File: config.mk
export PLATFORM = sky130hd
export DESIGN_NAME = decoder_scan_n_flat
export DESIGN_NICKNAME = d
export VERILOG_FILES = /design/src/rtl/decoder_scan_n_pkg.sv /design/src/rtl/decoder_scan_n_if.sv /design/src/rtl/decoder_scan_n_tick_gen.sv /design/src/rtl/decoder_scan_n.sv /design/src/flat_wrapper.sv
export SDC_FILE = /design/constraint.sdc
export NUM_CORES = 1
export LEC_CHECK = 0
export ABC_AREA = 1
export BUFFER_PORTS_ARGS = -buffer_cell sky130_fd_sc_hd__clkbuf_2
export CAP_MARGIN = 15
export CORE_ASPECT_RATIO = 1.5
export CORE_MARGIN = 3
export CORE_UTILIZATION = 53
export CTS_CLUSTER_DIAMETER = 150
export DETAILED_ROUTE_END_ITERATION = 16
export GPL_TIMING_DRIVEN = 0
export PLACE_DENSITY = 0.75
export SYNTH_ARGS = -nofsm -noshare
export SYNTH_HDL_FRONTEND = slang
export SYNTH_SLANG_ARGS = --single-unit
File: constraint.sdc
create_clock -name clk -period 1.8 [get_ports clk]
set_input_delay 0.09 -clock clk [delete_from_list [all_inputs] [get_ports clk]]
set_output_delay 0.09 -clock clk [all_outputs]
set_load 0.02 [all_outputs]
File: src/rtl/decoder_scan_n_pkg.sv
// Shared definitions for the scanning decoder slice.
//   mode_e        : direct decode versus auto-scan selection.
//   pick_t        : result of the masked-channel search (found flag + index).
//   clog2()       : ceiling log2, used to size the prescaler counter.
//   next_unmasked : nearest enabled channel above idx, wrapping from n-1 to 0.
// The search works on fixed MAX_SEL_W / MAX_N wide vectors so one function can
// serve any SEL_W up to MAX_SEL_W; callers zero-extend their index and mask.
package decoder_pkg;

  typedef enum logic {
    MODE_DIRECT = 1'b0,
    MODE_SCAN   = 1'b1
  } mode_e;

  localparam int MAX_SEL_W = 6;
  localparam int MAX_N     = 1 << MAX_SEL_W;

  typedef struct packed {
    logic                 found;
    logic [MAX_SEL_W-1:0] idx;
  } pick_t;

  function automatic int clog2(input int value);
    int r;
    r = 0;
    for (int i = 0; i < 31; i++) begin
      if ((1 << i) < value) r = i + 1;
    end
    return r;
  endfunction

  // Candidates are visited from the farthest (idx itself) to the nearest
  // (idx+1), so the nearest unmasked channel is the one left in r.
  function automatic pick_t next_unmasked(input logic [MAX_SEL_W-1:0] idx,
                                          input logic [MAX_N-1:0]     mask,
                                          input int                   n);
    pick_t r;
    int    cand;
    r = '0;
    for (int k = MAX_N; k >= 1; k--) begin
      if (k <= n) begin
        cand = (int'(idx) + k) % n;
        if (!mask[cand[MAX_SEL_W-1:0]]) begin
          r.found = 1'b1;
          r.idx   = cand[MAX_SEL_W-1:0];
        end
      end
    end
    return r;
  endfunction

endpackage

File: src/rtl/decoder_scan_n_if.sv
// Control/result bundle of decoder_scan_n.
//   en, mode, x, mask : driven by the controller (master).
//   y, sel_out, step  : driven by the decoder (slave).
interface decoder_scan_n_if #(
  parameter int SEL_W = 2
);
  localparam int N = 1 << SEL_W;

  logic             en;
  logic             mode;
  logic [SEL_W-1:0] x;
  logic [N-1:0]     mask;
  logic [N-1:0]     y;
  logic [SEL_W-1:0] sel_out;
  logic             step;

  modport master (
    output en, mode, x, mask,
    input  y, sel_out, step
  );

  modport slave (
    input  en, mode, x, mask,
    output y, sel_out, step
  );

endinterface

File: src/rtl/decoder_scan_n_tick_gen.sv
// Scan prescaler: counts 0..PRESCALE-1 while run is high and flags the last
// count with a combinational tick, then wraps. clr forces the count to 0 and
// suppresses the tick; it has priority over run.
//   clk, rst_n : clock, asynchronous active-low reset.
//   run        : advance the count (freezes it when low).
//   clr        : synchronous clear.
//   tick       : high in the cycle the count equals PRESCALE-1.
module tick_gen
  import decoder_pkg::*;
#(
  parameter int PRESCALE = 50000
) (
  input  logic clk,
  input  logic rst_n,
  input  logic run,
  input  logic clr,
  output logic tick
);

  localparam int            CW_RAW = clog2(PRESCALE);
  localparam int            CW     = (CW_RAW < 1) ? 1 : CW_RAW;
  localparam logic [CW-1:0] LAST   = CW'(PRESCALE - 1);

  logic [CW-1:0] cnt_q, cnt_d;

  always_comb begin
    tick  = 1'b0;
    cnt_d = cnt_q;
    if (clr) begin
      cnt_d = '0;
    end else if (run) begin
      if (cnt_q == LAST) begin
        tick  = 1'b1;
        cnt_d = '0;
      end else begin
        cnt_d = cnt_q + CW'(1);
      end
    end
  end

  always_ff @(posedge clk or negedge rst_n) begin
    if (!rst_n) cnt_q <= '0;
    else        cnt_q <= cnt_d;
  end

endmodule

File: src/rtl/decoder_scan_n.sv
// Registered SEL_W-to-2^SEL_W decoder with masked auto-scan.
//   clk, rst_n : clock, asynchronous active-low reset.
//   bus.en     : output enable; low blanks y and freezes scanning.
//   bus.mode   : MODE_DIRECT decodes x, MODE_SCAN walks unmasked channels.
//   bus.x      : channel select in direct mode.
//   bus.mask   : 1 disables a channel in both modes.
//   bus.y      : one-hot (or all inactive) output; channel i drives y[N-1-i].
//   bus.sel_out: registered current channel index.
//   bus.step   : one-cycle pulse when the scan index actually changes.
// SEL_W must not exceed decoder_pkg::MAX_SEL_W.
module decoder_scan_n
  import decoder_pkg::*;
#(
  parameter int SEL_W      = 2,
  parameter int PRESCALE   = 50000,
  parameter bit ACTIVE_LOW = 1'b0
) (
  input logic             clk,
  input logic             rst_n,
  decoder_scan_n_if.slave bus
);

  localparam int           N      = 1 << SEL_W;
  localparam logic [N-1:0] Y_IDLE = {N{ACTIVE_LOW}};

  mode_e                mode_in, mode_q, mode_d;
  logic [SEL_W-1:0]     sel_q, sel_d;
  logic [N-1:0]         y_q, y_d;
  logic                 step_q, step_d;
  logic                 tick, clr, run;
  logic [MAX_SEL_W-1:0] idx_ext;
  logic [MAX_N-1:0]     mask_ext;
  logic [SEL_W-1:0]     rev_idx;
  pick_t                pick;

  // The prescaler sits at 0 in direct mode and restarts on any mode change.
  assign mode_in = mode_e'(bus.mode);
  assign clr     = (mode_in == MODE_DIRECT) || (mode_in != mode_q);
  assign run     = bus.en;

  tick_gen #(
    .PRESCALE(PRESCALE)
  ) u_tick_gen (
    .clk  (clk),
    .rst_n(rst_n),
    .run  (run),
    .clr  (clr),
    .tick (tick)
  );

  always_comb begin
    mode_d   = mode_in;
    sel_d    = sel_q;
    step_d   = 1'b0;
    y_d      = Y_IDLE;
    idx_ext  = '0;
    mask_ext = '0;
    idx_ext[SEL_W-1:0] = sel_q;
    mask_ext[N-1:0]    = bus.mask;
    pick     = next_unmasked(idx_ext, mask_ext, N);

    // With en low the index holds in both modes.
    if (bus.en) begin
      if (mode_in == MODE_DIRECT) begin
        sel_d = bus.x;
      end else if (tick && pick.found) begin
        sel_d  = pick.idx[SEL_W-1:0];
        step_d = (pick.idx != idx_ext);
      end
    end

    // N-1-i equals the bitwise inverse of i because N is a power of two.
    rev_idx = ~sel_d;
    if (bus.en && !bus.mask[sel_d]) begin
      y_d[rev_idx] = ~ACTIVE_LOW;
    end
  end

  always_ff @(posedge clk or negedge rst_n) begin
    if (!rst_n) begin
      mode_q <= MODE_DIRECT;
      sel_q  <= '0;
      y_q    <= Y_IDLE;
      step_q <= 1'b0;
    end else begin
      mode_q <= mode_d;
      sel_q  <= sel_d;
      y_q    <= y_d;
      step_q <= step_d;
    end
  end

  assign bus.y       = y_q;
  assign bus.sel_out = sel_q;
  assign bus.step    = step_q;

endmodule

File: src/flat_wrapper.sv
// flat-port wrapper written by rule: the top's interface ports become plain ports
module decoder_scan_n_flat import decoder_pkg::*;
#(
  parameter int SEL_W      = 2,
  parameter int PRESCALE   = 50000,
  parameter bit ACTIVE_LOW = 1'b0
)
  (clk, rst_n, bus_en, bus_mode, bus_x, bus_mask, bus_y, bus_sel_out, bus_step);
  decoder_scan_n_if #(.SEL_W(SEL_W)) bus_i ();
  input logic clk;
  input logic rst_n;
  input wire logic [$bits(bus_i.en)-1:0] bus_en;
  input wire logic [$bits(bus_i.mode)-1:0] bus_mode;
  input wire logic [$bits(bus_i.x)-1:0] bus_x;
  input wire logic [$bits(bus_i.mask)-1:0] bus_mask;
  output wire logic [$bits(bus_i.y)-1:0] bus_y;
  output wire logic [$bits(bus_i.sel_out)-1:0] bus_sel_out;
  output wire logic [$bits(bus_i.step)-1:0] bus_step;
  assign bus_i.en = bus_en;
  assign bus_i.mode = bus_mode;
  assign bus_i.x = bus_x;
  assign bus_i.mask = bus_mask;
  assign bus_y = bus_i.y;
  assign bus_sel_out = bus_i.sel_out;
  assign bus_step = bus_i.step;
  decoder_scan_n #(.SEL_W(SEL_W), .PRESCALE(PRESCALE), .ACTIVE_LOW(ACTIVE_LOW)) u_core (.clk(clk), .rst_n(rst_n), .bus(bus_i));
endmodule
# == Word level (Yosys, flattened, before mapping) ==
# Cells that the tools add are included.
# word_totals
reg_bits,24
in_bits,10
output_inout_bits,7
# classes
add_sub_neg,5
order_cmp,7
eq_ne,3
n_mux,29
n_bitwise,6
reduce_logical,10
# ops
cell,n
16-bit 2-to-1 mux,3
6-bit by 7-bit < comparator with 1-bit output (second input constant),4
7-bit 2-to-1 mux,4
16-bit by 1-bit adder with 16-bit output (second input constant),1
16-bit equality test (second input constant),1
1-bit binary-select mux with 3-bit select,4
1-bit 2-to-1 mux,12
2-bit OR reduction,4
2-bit by 3-bit < comparator with 1-bit output (second input constant),2
2-bit 2-to-1 mux,3
6-bit by 2-bit inequality test with 1-bit output,1
2-bit by 1-bit adder with 2-bit output (second input constant),2
2-bit adder (second input constant),2
1-bit AND (first input constant),4
4-bit 2-to-1 mux,1
1-bit logical AND,3
1-bit binary-select mux with 2-bit select,1
1-bit demux with 2-bit select,1
2-bit by 1-bit greater-or-equal comparator with 1-bit output (second input constant),1
2-bit NOT,1
2-bit nonzero test,1
1-bit logical NOT,1
1-bit logical OR,1
1-bit inequality test,1
1-bit NOT,1

# == Logic depth before layout (Yosys ltp) ==
# Gate-level depths: netlist of the first run.
# logic_depth
word_depth,19
depth_mapped,19
ltp_nobuf,18

# == Modules after synthesis ==
# From an unflattened synthesis of the first run, not the netlist that was laid out.
# unflattened
cells_unflattened,262
area_unflattened_um2,1791.7
# modules_own_cells
module,instances,cells_per_inst,area_each_um2,seq_area_each_um2
tick_gen,1,142,1026.0,400.4
decoder_scan_n,1,120,765.7,200.2

# == Worst setup path after synthesis of the first run ==
# Ideal clock, no wire load.
# synth_path
path_kind,reg-to-reg
start,register u_core.sel_q[1] (netlist: u_core.bus.sel_out[1])
end,register u_core.y_q[2] (netlist: u_core.bus.y[2])
arrival_ns,1.771
required_time_ns,1.685
path_slack_ns,-0.086
path_stages_with_launch,17
path_buffers,1
path_cell_list,dfrtp_1 > buf_6 > inv_6 > nand2_1 > nand2_2 > nand2_1 > nand2_2 > nor2_1 > nand2_2 > nand2_1 > nand2_1 > nand2_1 > nor2_2 > o22ai_1 > nand2_2 > nand4_1 > inv_1
# synth_via
elab_chain_len,19
word_cells_on_any_way,39
# synth_rtl
item,line,text
"start, declared",decoder_scan_n.sv:27,"logic [SEL_W-1:0] sel_q, sel_d;"
"start signal, assigned",decoder_scan_n.sv:87,sel_q <= sel_d;
2-bit by 1-bit adder with 2-bit output,decoder_scan_n_pkg.sv:42,cand = (int'(idx) + k) % n;
2-bit OR reduction (no line),--,
1-bit AND (no line),--,
1-bit binary-select mux with 3-bit select,decoder_scan_n_pkg.sv:43,if (!mask[cand[MAX_SEL_W-1:0]]) begin
1-bit 2-to-1 mux (not written as such),decoder_scan_n_pkg.sv:43,
7-bit 2-to-1 mux (4 in series),decoder_scan_n_pkg.sv:43,
1-bit logical AND,decoder_scan_n.sv:66,end else if (tick && pick.found) begin
2-bit 2-to-1 mux,decoder_scan_n.sv:66,
2-bit 2-to-1 mux,decoder_scan_n.sv:64,if (mode_in == MODE_DIRECT) begin
2-bit 2-to-1 mux *,decoder_scan_n.sv:63,if (bus.en) begin
2-bit NOT,decoder_scan_n.sv:73,rev_idx = ~sel_d;
2-bit by 3-bit < comparator with 1-bit output (not written as such) or 2-bit by 1-bit greater-or-equal comparator with 1-bit output (tied branches),decoder_scan_n.sv:75,y_d[rev_idx] = ~ACTIVE_LOW;
1-bit logical AND (not written as such),decoder_scan_n.sv:75,
1-bit 2-to-1 mux (not written as such),decoder_scan_n.sv:75,
1-bit demux with 2-bit select,--,
4-bit 2-to-1 mux *,decoder_scan_n.sv:74,if (bus.en && !bus.mask[sel_d]) begin
named net u_core.y_d[2],decoder_scan_n.sv:28,"logic [N-1:0] y_q, y_d;"
"end signal, assigned",decoder_scan_n.sv:88,y_q <= y_d;
"end, declared",decoder_scan_n.sv:28,
# The timed path passes the listed nets; every way through them passes the cells marked *. The select of a mux whose other input is x is not followed.
# A chain may end at the register's enable or synchronous reset.

# == Final worst setup path of the first run ==
# layout_path
start,register u_core.sel_q[0] (netlist: u_core.bus.sel_out[0])
end,register u_core.y_q[1] (netlist: u_core.bus.y[1])
# layout_via
elab_chain_len,19
word_cells_on_any_way,39
# layout_rtl
item,line
2-bit by 1-bit adder with 2-bit output,decoder_scan_n_pkg.sv:42
2-bit OR reduction (no line),--
1-bit AND (no line),--
1-bit binary-select mux with 3-bit select,decoder_scan_n_pkg.sv:43
1-bit 2-to-1 mux (not written as such),decoder_scan_n_pkg.sv:43
7-bit 2-to-1 mux (4 in series),decoder_scan_n_pkg.sv:43
1-bit logical AND,decoder_scan_n.sv:66
2-bit 2-to-1 mux,decoder_scan_n.sv:66
(+2 left out),--
named net u_core.sel_d[0],decoder_scan_n.sv:27
2-bit NOT,decoder_scan_n.sv:73
2-bit by 3-bit < comparator with 1-bit output (not written as such) or 2-bit by 1-bit greater-or-equal comparator with 1-bit output (tied branches),decoder_scan_n.sv:75
1-bit logical AND (not written as such),decoder_scan_n.sv:75
1-bit 2-to-1 mux (not written as such),decoder_scan_n.sv:75
1-bit demux with 2-bit select,--
4-bit 2-to-1 mux *,decoder_scan_n.sv:74
named net u_core.y_d[1],decoder_scan_n.sv:28
# Marked as above.

==> results of run 1 <==
Yosys cell counts:
cell / number / area (um2)
nor3_1: 3 / 15.0
o41ai_1: 1 / 8.76
a31oi_1: 2 / 12.5
buf_2: 1 / 5.00
a2bb2oi_1: 1 / 8.76
nand2_1: 71 / 267
nand2_2: 13 / 81.3
inv_2: 3 / 11.3
ha_1: 1 / 12.5
a21oi_1: 5 / 25.0
nor3b_1: 1 / 7.51
nand3_2: 2 / 20.0
xor2_1: 3 / 26.3
inv_1: 29 / 109
nand3b_1: 1 / 7.51
inv_6: 1 / 8.76
o21ai_1: 1 / 5.00
nand4_1: 4 / 25.0
nand3_1: 21 / 105
nand2_4: 1 / 11.3
nor2_1: 33 / 124
nor4_1: 2 / 12.5
clkinv_1: 1 / 3.75
buf_6: 2 / 22.5
dfrtp_1: 24 / 601
o21a_1: 1 / 7.51
nor2_2: 2 / 12.5
xnor2_1: 1 / 8.76
buf_4: 1 / 7.51
mux2i_1: 1 / 10.0
a21oi_4: 1 / 16.3
o22ai_1: 1 / 6.26
o21ai_0: 8 / 40.0
a211oi_1: 2 / 15.0
power by group:
part	internal, mW	switching [mW]	leakage, nW
sequential	0.554	0.0196	0.324
combinational	0.200	0.323	0.716
clock	0.297	0.182	0.0357
worst paths after layout:
path | slack, ns | startpoint | cells past startpoint | to
worst min register to register | 0.54 | u_core.u_tick_gen.cnt_q[15] | 2 | u_core.u_tick_gen.cnt_q[15]
worst min-delay path | 0.01 | bus_mode | 1 | u_core.mode_q
worst max-delay path | -0.18 | u_core.bus.sel_out[0] | 16 | u_core.bus.y[1]
min in group asynchronous | 0.34 | rst_n | 2 | u_core.u_tick_gen.cnt_q[5]
worst max register to register | -0.18 | u_core.bus.sel_out[0] | 16 | u_core.bus.y[1]
max in group asynchronous | 1.04 | rst_n | 2 | u_core.bus.sel_out[0]
stage by stage:
| stage | cell area, um2 | utilization [%] | hold slack, ns | TNS [ns] |
|---|---|---|---|---|
| final | 2170 | 73.8 | 0.0143 | -0.753 |
| after global routing | 2170 | 73.8 | 0.0117 | -2.79 |
| after CTS | 2080 | 70.6 | 0.00135 | -0.455 |
| after detailed placement | 1800 | 61.2 | 0.127 | -0.739 |
| after global placement | 1800 | 61.2 | 0.120 | -0.538 |
| after floorplan | 1680 | - | -0.206 | -0.0112 |
registers in the layout (all words and copies together) (netlist names):
register and flops:
u_core.bus.sel_out 2, u_core.u_tick_gen.cnt_q 16, u_core.bus.y 4, u_core.bus.step 1
u_core.mode_q 1
area by class of cell:
class                      count  area share [%]
clock buffer                   3            1.90
inverter                      34            6.34
multi-input combinational    183            48.8
buffer                         3            1.27
clock inverter                 1            1.38
timing repair buffer          34            10.3
sequential                    24            27.8
tap                           39            2.25
routing by layer:
metal  track usage (%)  vias up  routed length [um]
li1                  -      853                   -
met1              27.0      808                1620
met2              45.9       44                2560
met3              2.00       16                 109
met4              14.0        0                 157
met5                 0        -                   0
layout by cell type, fill, tap and decap left out, types with 2 or more instances in the layout:
cell type  netlist  layout
a211oi_1         2       2
a21oi_1          5       5
a31oi_1          2       2
buf_4            1      17
buf_6            2       3
clkbuf_2         0      15
clkbuf_8         0       3
dfrtp_1         24      22
dfrtp_2          0       2
inv_1           29      27
inv_2            3       4
nand2_1         71      50
nand2_2         13      26
nand2_4          1       9
nand3_1         21      17
nand3_2          2       6
nand4_1          4       4
nor2_1          33      26
nor2_2           2       6
nor2_4           0       3
nor3_1           3       3
o21ai_0          8       7
o21ai_1          1       2
xor2_1           3       3
logic make-up after synthesis:
family / count (synthesis)
AO/OA/AOI/OAI: 23
XOR/XNOR: 4
adder cells (fa/ha/maj): 1
buffers and inverters: 38
flip-flops: 24
multiplexers: 1
AND/OR/NAND/NOR: 154
what timing repair did:
action                     CTS  global route
setup endpoints to repair    8            18
hold endpoints to repair    24             0
setup buffers               17             1
gates resized for setup     21            28
hold buffers                 1             0
pin swaps                   25            15
cloned                       1             0
critical path: cells and delay by family, from the launching register on:
family / cells / cell delay [ns]
buf+inv: 1 / 0.15
simple gates: 15 / 1.29
flops: 1 / 0.46
==> run metrics, run 1 <==
Syn Inst Count roughly 250; final worst slack -0.180 ns; pre-CTS setup slack -0.174 ns; Startpoint Class register; fraction of the mapped netlist area in compound gates 8.75%; Root Driver clkbuf_8; IO Pins 17; Worst setup EP type register; PortBufs 15; Worst EP arrival approximately 2.2 ns; critical path peak fanout 10; Routed Antenna Nets 0; Synth-to-Final Area Change 30.8%; total core area approximately 0.003 mm2; mux cell area share after synthesis less than 1%; Rel. slew slack between 60% and 70%; vias approximately 1,700; TritonCTS Buffers 3; WP data required around 2.0 ns; Post-Synth Adder-Cell Area less than 1%; Cell Rows 24; Max Cap Viol 0; TritonCTS clock tree built; # fillers between 200 and 300; DR pass1 iterations 4; Final Total Pwr approximately 1.6 mW; drc violations 0; nets 294; XOR/XNOR Fraction of Synth Area under 10%; clk_lat worst skew between 0.2 and 0.3 ns; initial core utilization between 50% and 60%; die area around 0.0039 mm2; register area slightly above 600 um2; critical path's largest stage delay 0.46 ns; CTS sink cnt 24; max frequency between 500 and 600 MHz; Antenna Cells 0; drt total wl about 4500 um; max-slew violations 0; RSZ-0062 raised after global routing true; routability cong. 0.818; Cell variety after synth 34; GRT overflow 0; leakage 1.08 nW; final cell count without fillers 321; CTS Buffer Depth 2; Inst Count DP between 200 and 300; Min-Delay Path Class in2reg; footprint of the multi-input gates between 0.001 and 0.0015 mm2; VDD IR max 554 uV; sequence of cells on the critical path buf_6 > nand2_1 > nand3_1 > nand2_1 > nand3_1 > nor2_2 > nor2_2 > nand2_2 > nand3_2 > nand2_4 > nand2_4 > nand2_2 > nand2_1 > nand2_2 > nand3_2 > nor2_1; Min Clock Period, post-route 1.98 ns; antenna violations before repair 0; Post-DP HPWL roughly 3000 um; violated checks negative setup slack; share of layout cells above drive strength 1 around 37%; syn nets around 260; synthesized-area fraction occupied by and/or/nand/nor cells roughly two fifths; Worst-path clk slew 0.09 ns; largest family of logic cells by synthesized area simple AND/OR/NAND/NOR gates; pin count of the biggest net entering global routing 25; vias in the first global route around 1,700; violation count after the first detailed-route iteration 51; final hold vios 0; slowest stage cell, crit path dfrtp_2; Seq/Total Area, Yosys between 30% and 40%; crit path kind reg2reg; clock skew 0.0111 ns; power per standard cell area 726 mW/mm2; Syn Area/Cell 6.77 um2; Vias/cell 5.36; Least-Margin Pin Slew 0.593 ns; Finish-stage setup viols 7; first-pass GRT wire length between 7000 and 8000 um; status finished, violations left; Die Y-Extent between 70 and 80 um; #FFs+latches synth 24; Die Span X just over 50 um; H-tree levels 1; synthesized area 0.00166 mm2; fin crit share 110%; drt wl/cell 13.9 um; gr usage total between 20 and 25%; yosys warns 0
Power figures use the tool's default switching activity.
==> run 2, diff against run 1 <==
--- a/config.mk
+++ b/config.mk
@@ -10,11 +10,11 @@
 export CAP_MARGIN = 15
 export CORE_ASPECT_RATIO = 1.5
 export CORE_MARGIN = 3
-export CORE_UTILIZATION = 53
+export CORE_UTILIZATION = 40
 export CTS_CLUSTER_DIAMETER = 150
 export DETAILED_ROUTE_END_ITERATION = 16
 export GPL_TIMING_DRIVEN = 0
-export PLACE_DENSITY = 0.75
+export PLACE_DENSITY = 0.59
 export SYNTH_ARGS = -nofsm -noshare
 export SYNTH_HDL_FRONTEND = slang
 export SYNTH_SLANG_ARGS = --single-unit
==> run 2 against run 1 <==
The run still ends with negative setup slack left. Non-clock buffer count fell by 2. Critical path depth rose by 1. Die area rose by 29%. Clock power fell by 25%. Utilization fell by 19 points. Largest power group unchanged. Highest routed layer unchanged.
==> run metrics, run 2 (synthesis results as in run 1) <==
status finished, violations left (unchanged); violated checks negative setup slack (unchanged); max-slew violations 0 (unchanged); most frequent cells in the layout 49 x nand2_1, 28 x nand2_2, 28 x inv_1 (was 50 x nand2_1, 27 x inv_1, 26 x nand2_2, 26 x nor2_1, 22 x dfrtp_1); drt wl/cell 12.6 um (was 13.9 um); Worst-path clk slew 0.08 ns (was 0.09 ns); Cell Rows 28 (was 24); antenna violations before repair 0 (unchanged); pin count of the biggest net entering global routing 25 (unchanged); IO Pins 17 (unchanged); Post-DP HPWL 3040 um (was 2980 um); TritonCTS Buffers 3 (unchanged); critical path's largest stage delay 0.45 ns (was 0.46 ns); DR pass1 iterations 4 (unchanged); Inst Count DP 305 (was 299); leakage 1.06 nW (was 1.08 nW); Max Cap Viol 0 (unchanged); die area 0.00497 mm2 (was 0.00385 mm2); final worst slack -0.147 ns (was -0.180 ns); WP data required 1.96 ns (was 2.01 ns); max frequency 514 MHz (was 505 MHz); Min Clock Period, post-route 1.95 ns (was 1.98 ns); CTS Buffer Depth 2 (unchanged); Worst EP arrival 2.11 ns (was 2.19 ns); Synth-to-Final Area Change 29.7% (was 30.8%); PortBufs 15 (unchanged); drt total wl 4110 um (was 4450 um); # fillers 398 (was 260); Finish-stage setup viols 5 (was 7); TritonCTS clock tree built (unchanged); Die Y-Extent 84.9 um (was 74.5 um); vias 1,684 (was 1,721); max reg flops 16 (unchanged); vias in the first global route 1,641 (was 1,692); Worst setup EP type register (unchanged); register area 603 um2 (unchanged); H-tree levels 1 (unchanged); Least-Margin Pin Slew 0.595 ns (was 0.593 ns); Hold Path Stages 1 (unchanged); Vias/cell 5.18 (was 5.36); clock skew 0.00349 ns (was 0.0111 ns); final core utilization 54.4% (was 73.8%); Routed Antenna Nets 0 (unchanged); Reg2Reg Depth 17 (was 16); critical path peak fanout 5 (was 10); Die Span X 58.6 um (was 51.7 um); initial core utilization 41.9% (was 56.4%); CTS sink cnt 24 (unchanged); gr usage total 17.6% (was 24.7%); commonest non-fill, non-tap cell in the layout nand2_1 (unchanged); Critical R2R Capture u_core.bus.y[0] (was u_core.bus.y[1]); pre-CTS setup slack -0.207 ns (was -0.174 ns); total core area 0.00396 mm2 (was 0.00294 mm2); first-pass GRT wire length 6960 um (was 7230 um); crit path kind reg2reg (unchanged); RSZ-0062 raised after global routing true (unchanged); Startpoint Class register (unchanged); Setup TNS -0.527 ns (was -0.753 ns); worst r2r src u_core.bus.sel_out[0] (unchanged); internal reg-to-reg setup slack -0.15 ns (was -0.18 ns); clk_lat worst skew 0.26 ns (was 0.27 ns); VDD IR max 528 uV (was 554 uV); routability cong. 0.849 (was 0.818); power per standard cell area 670 mW/mm2 (was 726 mW/mm2); WHS Endpoint u_core.mode_q (unchanged); share of layout cells above drive strength 1 37.5% (was 36.5%); nets 292 (was 294); Rel. slew slack 60.3% (was 60.5%); slowest stage cell, crit path dfrtp_2 (unchanged); Root Driver clkbuf_8 (unchanged); hold_sp bus_mode (unchanged); violation count after the first detailed-route iteration 74 (was 51); Antenna Cells 0 (unchanged); footprint of the multi-input gates 0.00105 mm2 (was 0.00106 mm2); CP startpoint u_core.bus.sel_out[0] (unchanged); sequence of cells on the critical path inv_4 > buf_6 > nand2_4 > nand2_4 > nand2_2 > nand2_2 > nand2_2 > nor2_2 > nor2_2 > nand2_2 > nand3_2 > nand2_4 > nand2_4 > buf_4 > buf_4 > nand2_1 > nor2_1 (was buf_6 > nand2_1 > nand3_1 > nand2_1 > nand3_1 > nor2_2 > nor2_2 > nand2_2 > nand3_2 > nand2_4 > nand2_4 > nand2_2 > nand2_1 > nand2_2 > nand3_2 > nor2_1); fin crit share 108% (was 110%); largest register by flop count u_core.u_tick_gen.cnt_q (unchanged); final hold vios 0 (unchanged); Min-Delay Path Class in2reg (unchanged); Final Total Pwr 1.44 mW (was 1.58 mW); drc violations 0 (unchanged); GRT overflow 0 (unchanged); final cell count without fillers 325 (was 321)
[run 2: per-stage QoR]
stage | hold slack [ns] | cell area, um2
after floorplan | -0.206 | 1680
after global placement | 0.133 | 1810
after detailed placement | 0.132 | 1810
after CTS | 0.00826 | 2070
after global routing | 0.0150 | 2150
final | 0.0256 | 2150
[run 2: worst max-delay path by stage]
stage | cells after the start | to | slack, ns
3_3_place_gp | 16 | u_core.bus.y[3] | -0.16
5_1_grt | 16 | u_core.bus.y[1] | -0.24
6_report | 17 | u_core.bus.y[0] | -0.15
4_1_cts | 17 | u_core.bus.y[1] | -0.1
2_1_floorplan | 17 | u_core.bus.y[0] | -0.006
3_5_place_dp | 16 | u_core.bus.y[3] | -0.21
[run 2: what timing repair did]
item / in CTS / in global routing
gates cloned: 1 / 0
resized for setup: 33 / 17
endpoints found under the hold margin: 24 / 0
endpoints found under the setup margin: 10 / 16
hold buffers: 1 / 0
pin swaps: 15 / 12
setup buffers: 11 / 3
[run 2: area by class of cell]
| type | count | area share (%) |
|---|---|---|
| tap | 45 | 2.62 |
| clock buffer | 4 | 2.56 |
| multi-input combinational | 183 | 48.9 |
| buffer | 4 | 1.98 |
| inverter | 34 | 6.57 |
| sequential | 24 | 28.0 |
| timing repair buffer | 31 | 9.36 |
[run 2: layer usage]
| metal | up-vias | wire length, um | GRT usage, % | share of wire [%] |
|---|---|---|---|---|
| li1 | 850 | - | - | - |
| met1 | 774 | 1530 | 18.7 | 37 |
| met2 | 45 | 2340 | 33.7 | 57 |
| met3 | 15 | 111 | 1.67 | 2.7 |
| met4 | 0 | 131 | 7.42 | 3.2 |
| met5 | - | 0 | 0 | 0 |
[run 2: where the power goes]
part	internal, mW	switching [mW]	leakage [nW]
Clock	0.195	0.165	0.0288
Combinational	0.202	0.316	0.705
Sequential	0.554	0.00963	0.324
[run 2: worst max-delay path, delay by kind of cell, from the launching register on]
kind | cells | cell delay, ns
AND/OR/NAND/NOR | 13 | 0.89
flip-flops | 1 | 0.45
buffers and inverters | 4 | 0.48
